`config.mk`:
```
export PLATFORM = sky130hd
export DESIGN_NAME = store_buffer
export DESIGN_NICKNAME = d
export VERILOG_FILES = /design/src/rtl/store_buffer.sv
export SDC_FILE = /design/constraint.sdc
export NUM_CORES = 1
export LEC_CHECK = 0
export BUFFER_PORTS_ARGS = -buffer_cell sky130_fd_sc_hd__buf_2
export CORE_MARGIN = 1
export CORE_UTILIZATION = 45
export CTS_BUF_LIST = sky130_fd_sc_hd__clkbuf_8 sky130_fd_sc_hd__clkbuf_16
export DETAILED_ROUTE_END_ITERATION = 16
export GPL_TIMING_DRIVEN = 0
export PLACE_DENSITY = 0.66
export SYNTH_ARGS = -nofsm -noshare
export SYNTH_HDL_FRONTEND = slang
export SYNTH_SLANG_ARGS = --single-unit
```
`constraint.sdc`:
```
create_clock -name clk -period 6.5 [get_ports clk]
set_clock_uncertainty 0.1 [all_clocks]
set_input_delay 0.325 -clock clk [delete_from_list [all_inputs] [get_ports clk]]
set_output_delay 0.325 -clock clk [all_outputs]
set_load 0.01 [all_outputs]
```
`src/rtl/store_buffer.sv`:
```
// Posted-write store queue between the memory stage and the cache front-end.
// Loads have priority on the single SRAM port; queued stores drain whenever no load issues.
module store_buffer #(
  parameter int DEPTH = 4
) (
  input  logic                   clk,
  input  logic                   rst,
  input  logic                   st_valid,
  output logic                   st_ready,
  input  logic [31:0]            st_addr,
  input  logic [31:0]            st_data,
  input  logic [1:0]             st_sz,
  input  logic                   ld_valid,
  input  logic [31:0]            ld_addr,
  output logic                   ld_stall,
  output logic                   sb_empty,
  output logic [$clog2(DEPTH):0] sb_count,
  output logic                   cache_re,
  output logic [31:0]            cache_raddr,
  output logic                   cache_we,
  output logic [31:0]            cache_waddr,
  output logic [31:0]            cache_wdata,
  output logic [1:0]             cache_access_sz,
  input  logic                   cache_hit
);

  localparam int AW = $clog2(DEPTH);
  localparam int CW = AW + 1;
  localparam logic [1:0] ACCESS_SZ_WORD = 2'd2;

  logic [31:0]      addr_q [DEPTH];
  logic [31:0]      data_q [DEPTH];
  logic [1:0]       sz_q   [DEPTH];
  logic [DEPTH-1:0] valid_q;
  logic [AW-1:0]    rd_ptr;
  logic [AW-1:0]    wr_ptr;
  logic [CW-1:0]    count;

  logic not_full;
  logic enq;
  logic deq;
  logic buf_match;
  logic st_match;
  logic conflict;
  logic re_int;
  logic we_int;

  // Word-granular match against every live entry; byte offsets are ignored on purpose.
  always_comb begin
    buf_match = 1'b0;
    for (int i = 0; i < DEPTH; i++) begin
      if (valid_q[i] && (addr_q[i][31:2] == ld_addr[31:2])) begin
        buf_match = 1'b1;
      end
    end
  end

  // A store arriving alongside a load is older, so it must block the load too.
  assign st_match = st_valid & (st_addr[31:2] == ld_addr[31:2]);
  assign conflict = ~rst & ld_valid & (buf_match | st_match);
  assign re_int   = ~rst & ld_valid & ~conflict;
  assign we_int   = ~rst & (count != '0) & ~re_int;
  assign not_full = ~rst & (count < CW'(DEPTH));
  assign enq      = st_valid & not_full;
  assign deq      = we_int & cache_hit;

  always_ff @(posedge clk) begin
    if (rst) begin
      count   <= '0;
      rd_ptr  <= '0;
      wr_ptr  <= '0;
      valid_q <= '0;
    end else begin
      if (enq) begin
        wr_ptr <= wr_ptr + AW'(1);
      end
      if (deq) begin
        rd_ptr <= rd_ptr + AW'(1);
      end
      case ({enq, deq})
        2'b10:   count <= count + CW'(1);
        2'b01:   count <= count - CW'(1);
        default: count <= count;
      endcase
      // enq and deq never target the same slot: that needs the queue both empty and full.
      if (deq) begin
        valid_q[rd_ptr] <= 1'b0;
      end
      if (enq) begin
        valid_q[wr_ptr] <= 1'b1;
      end
    end
  end

  always_ff @(posedge clk) begin
    if (enq) begin
      addr_q[wr_ptr] <= st_addr;
      data_q[wr_ptr] <= st_data;
      sz_q[wr_ptr]   <= st_sz;
    end
  end

  assign st_ready        = not_full;
  assign ld_stall        = conflict;
  assign cache_re        = re_int;
  assign cache_raddr     = ld_addr;
  assign cache_we        = we_int;
  assign cache_waddr     = we_int ? addr_q[rd_ptr] : 32'd0;
  assign cache_wdata     = we_int ? data_q[rd_ptr] : 32'd0;
  assign cache_access_sz = we_int ? sz_q[rd_ptr] : ACCESS_SZ_WORD;
  assign sb_empty        = rst | (count == '0);
  assign sb_count        = rst ? '0 : count;

endmodule

```
Word-level counts from Yosys, hierarchy flattened
Memories as Yosys holds them, arrays and structs flattened. A register that Yosys moved wholly into a read port is not among the register bits.
Cells that the tools add are included.
- $add $sub $neg: 4
- magnitude comparators: 5
- equality and inequality tests: 7
- multiplexer cells: 24
- bitwise operators: 17
- reductions and logical operators: 9
- operators with widths (cell ; count):
    30-bit equality test ; 5
    32-bit 2-to-1 mux ; 2
    2-bit 2-to-1 mux ; 7
    4-bit 2-to-1 mux ; 3
    1-bit AND ; 9
    1-bit 2-to-1 mux ; 8
    1-bit logical AND ; 6
    2-bit by 3-bit less-than comparator with 1-bit output, second input constant ; 2
    3-bit case mux with 2 select lines ; 1
    2-bit by 1-bit adder with 2-bit output, second input constant ; 2
    4-bit AND ; 1
    1-bit demux with 2-bit select ; 2
    2-bit by 1-bit >= comparator with 1-bit output, second input constant ; 2
    4-bit NOT ; 1
    4-bit OR ; 1
    3-bit by 1-bit adder with 3-bit output, second input constant ; 1
    3-bit zero test ; 1
    3-bit less-than comparator, second input constant ; 1
    3-bit 2-to-1 mux ; 1
    1-bit NOT ; 3
    3-bit nonzero test ; 1
    3-bit by 1-bit subtractor with 3-bit output, second input constant ; 1
    2-bit by 1-bit equality test with 1-bit output, second input constant ; 1
    2-bit equality test, second input constant ; 1
    2 further kinds ; 3
- register bits after elaboration: 11
- bits in writable memories: 264
- bits of input ports: 103
- output and inout port bits: 106
- memories kept: 3
- memory list (memory ; words ; width ; rd ports ; clocked after memory_dff ; wr ports ; line ; source):
    addr_q ; 4 ; 32 ; 5 ; 1 ; 1 ; 31 ; logic [31:0] addr_q [DEPTH];
    data_q ; 4 ; 32 ; 1 ; 1 ; 1 ; 32 ; logic [31:0] data_q [DEPTH];
    sz_q ; 4 ; 2 ; 1 ; 1 ; 1 ; 33 ; logic [1:0] sz_q [DEPTH];

Longest topological paths before layout
Gate-level depths: netlist of run 1.
- word-level depth: 17
- mapped depth: 14
- depth with buffers taken out: 13

Least setup slack after synthesis of run 1
OpenSTA, ideal clock, no wires.
- path kind: in2reg
- start point: in rst
- end point: mem addr_q[0][0] (enable)
- setup time: 0.433 ns
- data arrival time: 2.441 ns
- data required time: 5.967 ns
- setup slack: 3.526 ns
- cell stages on the path: 3
- path buffers: 1
- path through: buf_2 -> nor2_1 -> and3_1
- longest elaborated chain between the ends: 5
- ends and longest elaborated chain (element ; line ; source):
    start: declaration ; 7 ; input logic rst,
    1-bit NOT ; 63 ; assign not_full = ~rst & (count < CW'(DEPTH));
    1-bit AND ; 63 ;
    net st_ready ; 9 ; output logic st_ready,
    1-bit AND ; 64 ; assign enq = st_valid & not_full;
    1-bit 2-to-1 mux ; 96 ; if (enq) begin
    1-bit 2-to-1 mux (implied by the code) ; 97 ; addr_q[wr_ptr] <= st_addr;
    end: declaration ; 31 ;
The timed path passes the listed nets, and every way through them passes these cells.

==> summary.md, run 1 <==
| Metric | Value |
|---|---|
| XOR/XNOR Fraction of Synth Area | 10.5% |
| Post-Syn Instances | 773 |
| Final wirelength | ~32000 um |
| R2R Setup Slk | 2930 ps |
| Crit path launch type | register |
| Most frequent cells in the layout | edfxtp_1 (264), buf_2 (202), xnor2_1 (140), dlygate4sd3_1 (67), mux4_2 (66) |
| Post-synthesis mux area share | around an eighth |
| Largest area contributor in the netlist | edfxtp_1 |
| Main area contributors after synthesis | edfxtp_1 (62%), mux4_2 (12%), xnor2_1 (9.6%) |
| Fill count | ~2200 |
| Clock latency on the worst-skew pair | 540 ps |
| Setup_tns | 0 ps |
| Largest family of logic cells by synthesized area | multiplexers |
| Core Footprint | ~0.028 mm^2 |
| Worst r2r path cells | 13 |
| Min-delay src | cache_hit |
| Count of final hold-check violations | 0 |
| First-pass DRT Iterations | 5 |
| Num ports | 209 |
| Critical R2R Capture | count[2] |
| CTS H-tree depth | 1 |
| Hold Path Stages | 4 |
| Final setup viols | 0 |
| CTS Buf Count | 28 |
| CP peak stage delay | 450 ps |
| Area Overhead vs Synth | 24.3% |
| Crit end category | primary output |
| Worst Tran Pin Value | 988 ps |
| Fmax | roughly 280 MHz |
| CP Max Fanout | 10 |
| Remaining Overflow, GRT | 0 |
| Clk sink count | 277 |
| Design Area, Final | approximately 0.016 mm^2 |
| Fin crit share | 55.9% |
| Setup Buffers After CTS | 0 |
| Post-synthesis simple-gate area fraction | 7.28% |
| Die ar. | around 0.029 mm^2 |
| Critical Path RT | 6070 ps |
| Leak Pwr | between 5 and 6 nW |
| Endpoint, Worst Hold | rd_ptr[1] |
| Synthesized cell area | 0.0128 mm^2 |
| CP Class | reg2out |
| Vias per cell | 5.30 |
| Die Height | 170 um |
| DP HPWL | 22200 um |
| Placed cell area | 0.0142 mm^2 |
| Compound-Gate Fraction of Synth Area | 0.471% |
| Vias | between 7000 and 8000 |
| Clock Path Buffers | 3 |
| Synth Net Count | 886 |
| Die Span X | 170 um |
| Reg2reg start | addr_q[0][12] |
| Clk root buf | clkbuf_16 |
| Initial DRC count | 662 |
| Synthesized area per cell | approximately 16 um^2 |
| Worst Path Arrival | 3210 ps |
| Vias in the first global route | a little under 8000 |
| Cts repair resizes | 0 |
| Yosys reg bits | 277 |
| Outcome | complete, no violations |
| Layout cell share with drive strength beyond 1 | 33.9% |
| Power Density | 261 mW/mm^2 |
| First-pass GRT wire length | between 40000 and 50000 um |
| Post-synthesis adder-cell area fraction | 1.04% |
| CP dominant cell by count | nand4_1 |
| Post-route ant nets | 0 |
| Register area share after synthesis | between 60% and 70% |
| Routed WL per cell | around 22 um |
| Hold_ws | about 110 ps |
| # hold bufs at CTS | 67 |
| Synthesis Warnings | 0 |
| Number of max-cap violations | 0 |
| Clock transition at path regs | 60 ps |
| Initial antenna violation count | 2 |
| Final nets | 1162 |
| Worst VDD drop | 0.239 mV |
| IO Port Bufs | roughly 180 |
| Initial cell density of the core | about 46% |
| Min cycle time layout | 3630 ps |
| Crit-path cells | xnor2_1 > nand4_1 > nor4_1 > nand4_1 > nand4_2 > buf_4 > buf_6 > and3_1 > buf_2 |
| Most common cell after layout, fill and taps aside | edfxtp_1 |
| Row Count | 61 |
| Max-slew headroom | about 34% |
| GP Congestion | approximately 0.90 |
| Slowest-stage cell, CP | nor4_1 |
| Max Slew Vio Count | 0 |
| Tot GR Track Use | 22.4% |
| CTS tree | built |
| Largest net degree at the start of global routing | 55 |
| Top-area cell type share of the netlist area | 62.2% |
| DRC | 0 |
| RSZ-0062 raised after global routing | no |
| Cell variety after synth | 30 |
| Hold/Removal Path Class | in2reg |
## worst max-delay path, delay by kind of cell, from the launching register on
kind | cells | cell delay [ps]
XOR/XNOR | 1 | 300
AND/OR/NAND/NOR | 5 | 1350
buffers and inverters | 3 | 610
flip-flops | 1 | 410
## Yosys cell counts (all sizes together)
cell    count
o21ai       2
fa          1
edfxtp    264
nor4       12
nor2b       2
mux4       66
nor2       12
nand3       7
nand4      35
nor3        4
dfxtp      13
nand2       3
and2        3
a22oi       2
and3       69
ha          9
or3         3
inv        11
clkbuf     21
xor2       13
buf        71
nor4b       4
xnor2     140
o31ai       2
a21oi       4
## layout make-up
| cell class | count | area [um^2] | share of cell area, % |
|---|---|---|---|
| clock inverters | 24 | 249 | 1.57 |
| inverters | 11 | 43.8 | 0.276 |
| diodes | 2 | 5.00 | 0.0316 |
| multi-input cells | 393 | 3970 | 25.0 |
| repair buffers | 246 | 1650 | 10.4 |
| clock buffers | 28 | 701 | 4.42 |
| well taps | 378 | 473 | 2.98 |
| flip-flops and latches | 277 | 8190 | 51.7 |
| plain buffers | 92 | 572 | 3.61 |
## flip-flops by register name, summed over array words and instances (netlist names), named ones only
register / count
count: 3
wr_ptr: 2
data_q: 128
sz_q: 8
valid_q: 4
addr_q: 128
rd_ptr: 2
## per-stage QoR
stage / instances / setup WS (ps) / util, % / total power [mW]
3_5_place_dp: 1330 / 2960 / 51.1 / 2.51
2_1_floorplan: 773 / 3530 / - / 2.33
6_report: 1451 / 2870 / 56.9 / 4.14
5_1_grt: 1451 / 2720 / 56.9 / 4.27
3_3_place_gp: 1326 / 2100 / 50.6 / 2.50
4_1_cts: 1449 / 2860 / 56.9 / 4.17
## report_power, final
group,switching (mW),internal (mW)
Sequential,0.0205,2.01
Combinational,0.252,0.218
Clock,0.660,0.982
Total,0.933,3.21
## kinds of logic (layout without fill, tap and decap cells)
family                     after synthesis  after routing
adders and majority gates               10             10
and+or+nand+nor                        154            154
DFF                                    277            277
muxes                                   66             66
buffers and inverters                  103            401
xor gates and xnor gates               153            153
AOI/OAI and AO/OA                       10             10
other                                    0              2
## routing by layer
layer	global-route usage, %	vias up	wire, um
met3	4.74	52	2610
met5	0	-	0
met1	30.7	3832	13500
li1	-	3479	-
met4	5.56	0	723
met2	36.4	329	15400
## worst max path at each step
stage                       start              to  slack (ps)  depth (start not counted)
detailed placement    ld_addr[27]        count[2]        2960                         14
finish              addr_q[0][12]  cache_waddr[4]        2870                          9
global route                  rst  cache_waddr[4]        2720                          8
CTS                           rst  cache_waddr[4]        2860                          8
global placement              rst   data_q[0][14]        2100                          3
floorplan                     rst    addr_q[0][0]        3530                          3
Power figures use the tool's default switching activity.
==> inputs of run 2 (changes only) <==
==> constraint.sdc (replaced) <==
create_clock -name clk -period 3.4 [get_ports clk]
set_clock_uncertainty 0.1 [all_clocks]
set_input_delay 0.17 -clock clk [delete_from_list [all_inputs] [get_ports clk]]
set_output_delay 0.17 -clock clk [all_outputs]
set_load 0.01 [all_outputs]
==> run 2 against run 1 <==
Sequential share of layout area shrank 0.26 points; non-clock buffer count up 2; global-route usage hardly changed.
==> summary.md, run 2 (synthesis results as in run 1) <==
| Metric | Value |
|---|---|
| Routed WL per cell | 22.2 um |
| Final nets | between 1000 and 1500 |
| Met2 WL post-DR | 15400 um |
| Hold/Removal Path Class | in2reg |
| CP Max Fanout | 8 |
| DRC | 0 |
| Min cycle time layout | 3360 ps |
| CP peak stage delay | roughly 410 ps |
| Clock transition at path regs | 60 ps |
| First-pass DRT Iterations | 5 |
| Post-route ant nets | 0 |
| CP Class | reg2reg |
| First-pass GRT wire length | 47200 um |
| Tot GR Track Use | approximately 22% |
| DR top layer | met4 |
| Vias per cell | 5.30 |
| CTS H-tree depth | 1 |
| Clock latency on the worst-skew pair | 540 ps |
| CTS tree | built |
| GP Congestion | 0.899 |
| Max Slew Vio Count | 0 |
| Most common cell after layout, fill and taps aside | edfxtp_1 |
| Clk root buf | clkbuf_16 |
| Slowest-stage cell, CP | edfxtp_1 |
| Initial antenna violation count | 2 |
| Pwr Total | 7.93 mW |
| Placed cell area | 0.0142 mm^2 |
| Die Span X | 170 um |
| IO Port Bufs | 175 |
| Vias | 7704 |
| Row Count | 61 |
| Fmax | 298 MHz |
| Crit-path cells | xnor2_1 > nand4_1 > nor4_1 > a22oi_1 > nand4_4 > inv_4 > nor2_1 > ha_1 > inv_1 > fa_1 > xor2_1 > or3_1 > a21oi_1 |
| Remaining Overflow, GRT | 0 |
| RSZ-0062 raised after global routing | yes |
| Leak Pwr | 5.79 nW |
| WL met1 | 13800 um |
| Most frequent cells in the layout | edfxtp_1 (264), buf_2 (202), xnor2_1 (135), dlygate4sd3_1 (68), mux4_2 (66) |
| Final wirelength | roughly 32000 um |
| Outcome | complete, no violations |
| DP HPWL | between 20000 and 25000 um |
| Multi-input logic area | 0.00403 mm^2 |
| CTS Buf Count | 28 |
| Design Area, Final | 0.0159 mm^2 |
| Initial cell density of the core | between 40% and 50% |
| Max-slew headroom | 37.2% |
| Clock Path Buffers | 3 |
| Worst VDD drop | 0.458 mV |
| Crit path launch type | register |
| Power Density | 498 mW/mm^2 |
| Clk sink count | 277 |
| Crit end category | register |
| Area Overhead vs Synth | 24.9% |
| Fin crit share | 98.7% |
| Critical Path RT | 3760 ps |
| Final setup viols | 0 |
| Hold_ws | 62.8 ps |
| Regs by FF count | addr_q (128), data_q (128), sz_q (8) |
| Fill count | ~2200 |
| Die Height | roughly 170 um |
| Worst Path Arrival | ~3700 ps |
| Core Footprint | 0.0279 mm^2 |
| Vias in the first global route | 7842 |
| Initial DRC count | 726 |
| Fin util | 57.2% |
| Number of max-cap violations | 0 |
| Metal3 WL | 2370 um |
| Count of final hold-check violations | 0 |
| Layout cell share with drive strength beyond 1 | 34.8% |
| Num ports | between 200 and 250 |
| Worst Tran Pin Value | ~940 ps |
| Largest net degree at the start of global routing | 55 |
| Register area | 0.00819 mm^2 |
| Die ar. | 0.0290 mm^2 |
[run 2: cell types whose count changed in the layout (fill, tap and decap cells not counted), sizes merged]
cell,change
buf,+1
dlygate4sd3,+1
[run 2: per-layer routing]
metal,up-vias,track usage [%]
met5,-,0
met4,0,5.33
met3,51,4.70
met2,321,36.5
met1,3844,30.7
li1,3488,-
[run 2: area by class of cell]
class / count / share of cell area, %
multi-input combinational: 393 / 25.3
antenna: 2 / 0.0314
sequential: 277 / 51.4
clock inverter: 24 / 1.56
buffer: 92 / 3.61
tap: 378 / 2.97
timing repair buffer: 248 / 10.5
inverter: 11 / 0.275
clock buffer: 28 / 4.40
[run 2: where the power goes]
part	switching [mW]	internal, mW
clock network	1.27	1.88
logic	0.485	0.422
registers	0.0399	3.84
total	1.79	6.14
[run 2: path summary, 6_finish.rpt]
check        cells after the start  slack (ps)        end           from
max reg2reg                     13          40   count[2]  addr_q[2][30]
min                              3          60  wr_ptr[1]       st_valid
min reg2reg                      2         390   count[1]       count[1]
max                             13          40   count[2]  addr_q[2][30]
[run 2: per-stage QoR]
step,setup WS (ps),std cells,setup TNS [ps]
6_report,43.4,1453,0
3_3_place_gp,-849,1326,-219220
2_1_floorplan,580,773,0
4_1_cts,2.96,1450,0
5_1_grt,-70.1,1453,-70.1
3_5_place_dp,-81.9,1330,-81.9
[run 2: repair_timing]
action | 4_1_cts | 5_1_grt
hold endpoints to repair | 269 | 0
setup buffers | 0 | 1
hold buffers | 68 | 0
endpoints found under the setup margin | 19 | 24
resized for setup | 4 | 9
[run 2: critical path: cells and delay by family (launching register included)]
| family | cells | cell delay [ps] |
|---|---|---|
| buffers and inverters | 2 | 150 |
| AOI/OAI and AO/OA | 2 | 340 |
| and+or+nand+nor | 5 | 1140 |
| adders and majority gates | 2 | 590 |
| xor gates and xnor gates | 2 | 550 |
| DFF | 1 | 410 |
==> inputs of run 3 (changes only) <==
--- a/config.mk
+++ b/config.mk
@@ -11,7 +11,7 @@
 export CTS_BUF_LIST = sky130_fd_sc_hd__clkbuf_8 sky130_fd_sc_hd__clkbuf_16
 export DETAILED_ROUTE_END_ITERATION = 16
 export GPL_TIMING_DRIVEN = 0
-export PLACE_DENSITY = 0.66
+export PLACE_DENSITY = 0.72
 export SYNTH_ARGS = -nofsm -noshare
 export SYNTH_HDL_FRONTEND = slang
 export SYNTH_SLANG_ARGS = --single-unit
==> run 3 against run 2 <==
Clock power hardly changed; via count is 1.0% higher; count of clock-buffer cells in the layout is 1 higher; highest routed layer unchanged; critical path depth stayed put; sequential share of layout area is 0.19 points lower; die area stayed put; wire length is 0.11% lower; first-iteration DRC count is 12% lower; combinational power is 0.4% higher; cell area is 0.37% higher; sequential cell count stayed put.
==> summary.md, run 3 (synthesis results as in run 1) <==
| Metric | Value |
|---|---|
| Min cycle time layout | approximately 3300 ps |
| Initial antenna violation count | 1 |
| Number of max-cap violations | 0 |
| Setup_tns | 0 ps |
| Final nets | 1169 |
| Count of final hold-check violations | 0 |
| Hold/Removal Path Class | in2reg |
| Num ports | 209 |
| Core Footprint | 0.0279 mm^2 |
| First-pass GRT wire length | 47100 um |
| Worst Tran Pin Value | 920 ps |
| Setup ws final | 73.9 ps |
| Clock latency on the worst-skew pair | 560 ps |
| GP Congestion | between 0.9 and 1 |
| Design Area, Final | 0.0160 mm^2 |
| Fin crit share | 97.8% |
| Hold Path Stages | 4 |
| Clock transition at path regs | 60 ps |
| Fill count | 2165 |
| CP Max Fanout | 8 |
| CTS Buf Count | 29 |
| Crit end category | register |
| DP Worst Slack | -88.7 ps |
| Initial cell density of the core | 45.8% |
| Post-route ant nets | 0 |
| Leak Pwr | 5.81 nW |
| Worst VDD drop | 0.428 mV |
| DP HPWL | 22100 um |
| Min-delay src | st_valid |
| CP Class | reg2reg |
| Fmax | 301 MHz |
| Worst r2r path cells | 13 |
| Most frequent cells in the layout | edfxtp_1 (264), buf_2 (202), xnor2_1 (135), dlygate4sd3_1 (69), mux4_2 (66) |
| Crit path launch type | register |
| Clk sink count | 277 |
| IO Port Bufs | 175 |
| Pwr Total | just under 8 mW |
| DRC | 0 |
| Worst Path Arrival | 3710 ps |
| Vias in the first global route | 7846 |
| Critical Path RT | 3780 ps |
| Endpoint, Worst Hold | wr_ptr[0] |
| Reg2reg start | addr_q[0][28] |
| Regs by FF count | addr_q (128), data_q (128), sz_q (8) |
| Power Density | 496 mW/mm^2 |
| Largest net degree at the start of global routing | 57 |
| Hold_ws | between 60 and 70 ps |
| Tot GR Track Use | 22.2% |
| CTS H-tree depth | 1 |
| Die Span X | 170 um |
| Outcome | complete, no violations |
| CTS tree | built |
| Layout cell share with drive strength beyond 1 | between 30% and 40% |
| Area Overhead vs Synth | 25.4% |
| Placed cell area | approximately 0.014 mm^2 |
| Initial DRC count | 640 |
| Final wirelength | 32200 um |
| Max Slew Vio Count | 0 |
| Routed WL per cell | 22.1 um |
| Final setup viols | 0 |
| Most common cell after layout, fill and taps aside | edfxtp_1 |
| Placed Cells | 1330 |
| Row Count | 61 |
| Die ar. | 0.0290 mm^2 |
| Vias per cell | between 5 and 6 |
| Die Height | 170 um |
| Critical R2R Capture | count[2] |
| First-pass DRT Iterations | 5 |
| Clock Path Buffers | 3 |
| Vias | 7782 |
| Max-slew headroom | 38.7% |
| Fin util | 57.4% |
| Clk root buf | clkbuf_16 |
| Finished Layout Cells | 1456 |
| RSZ-0062 raised after global routing | yes |
| Remaining Overflow, GRT | 0 |
| R2R Setup Slk | roughly 74 ps |
-- run 3: area by class of cell --
cell class	instances	area, um^2	area share, %
Antenna cell	1	2.50	0.0157
Inverter	11	43.8	0.274
Clock inverter	23	224	1.40
Timing Repair Buffer	253	1730	10.8
Multi-Input combinational cell	393	4030	25.2
Clock buffer	29	726	4.54
Sequential cell	277	8190	51.2
Tap cell	378	473	2.96
Buffer	91	571	3.57
-- run 3: how the worst max path moves through the flow --
stage	start	end	slack, ps	cells after the start
6_report	addr_q[0][28]	count[2]	70	13
4_1_cts	addr_q[0][29]	count[2]	10	13
5_1_grt	addr_q[0][28]	count[2]	-70	13
3_5_place_dp	addr_q[0][29]	count[2]	-90	13
2_1_floorplan	count[2]	addr_q[0][0]	580	2
3_3_place_gp	rst	data_q[0][4]	-780	3
-- run 3: where the power goes --
part	leakage, nW	internal [mW]	switching (mW)	total [mW]
combinational	2.82	0.429	0.482	0.911
clock	0.481	1.85	1.29	3.14
sequential	2.50	3.84	0.0394	3.88
total	5.81	6.13	1.81	7.94
-- run 3: worst max-delay path: stages (launching register included) --
cell and delay (ps):
edfxtp_1 420, xnor2_2 260, nand4_1 190, nor4_2 360, nand4_1 230, nand4_4 250
inv_4 90, nor2_2 140, ha_2 200, inv_1 50, fa_1 370, xor2_1 150
or3_1 300, a21oi_1 130
-- run 3: routing by layer --
metal,global-route usage [%],vias up,wire (um),share of wire [%]
li1,-,3492,-,-
met1,30.1,3885,13400,41
met2,37.3,362,15600,49
met3,4.30,43,2670,8.3
met4,4.54,0,537,1.7
met5,0,-,0,0
-- run 3: what timing repair did --
action                                 4_1_cts  5_1_grt
endpoints found under the hold margin      269        0
hold buffers                                69        0
setup endpoints to repair                   32       44
gates resized for setup                      3       10
pin swaps                                    0        3
cloned                                       0        0
setup buffers                                0        5
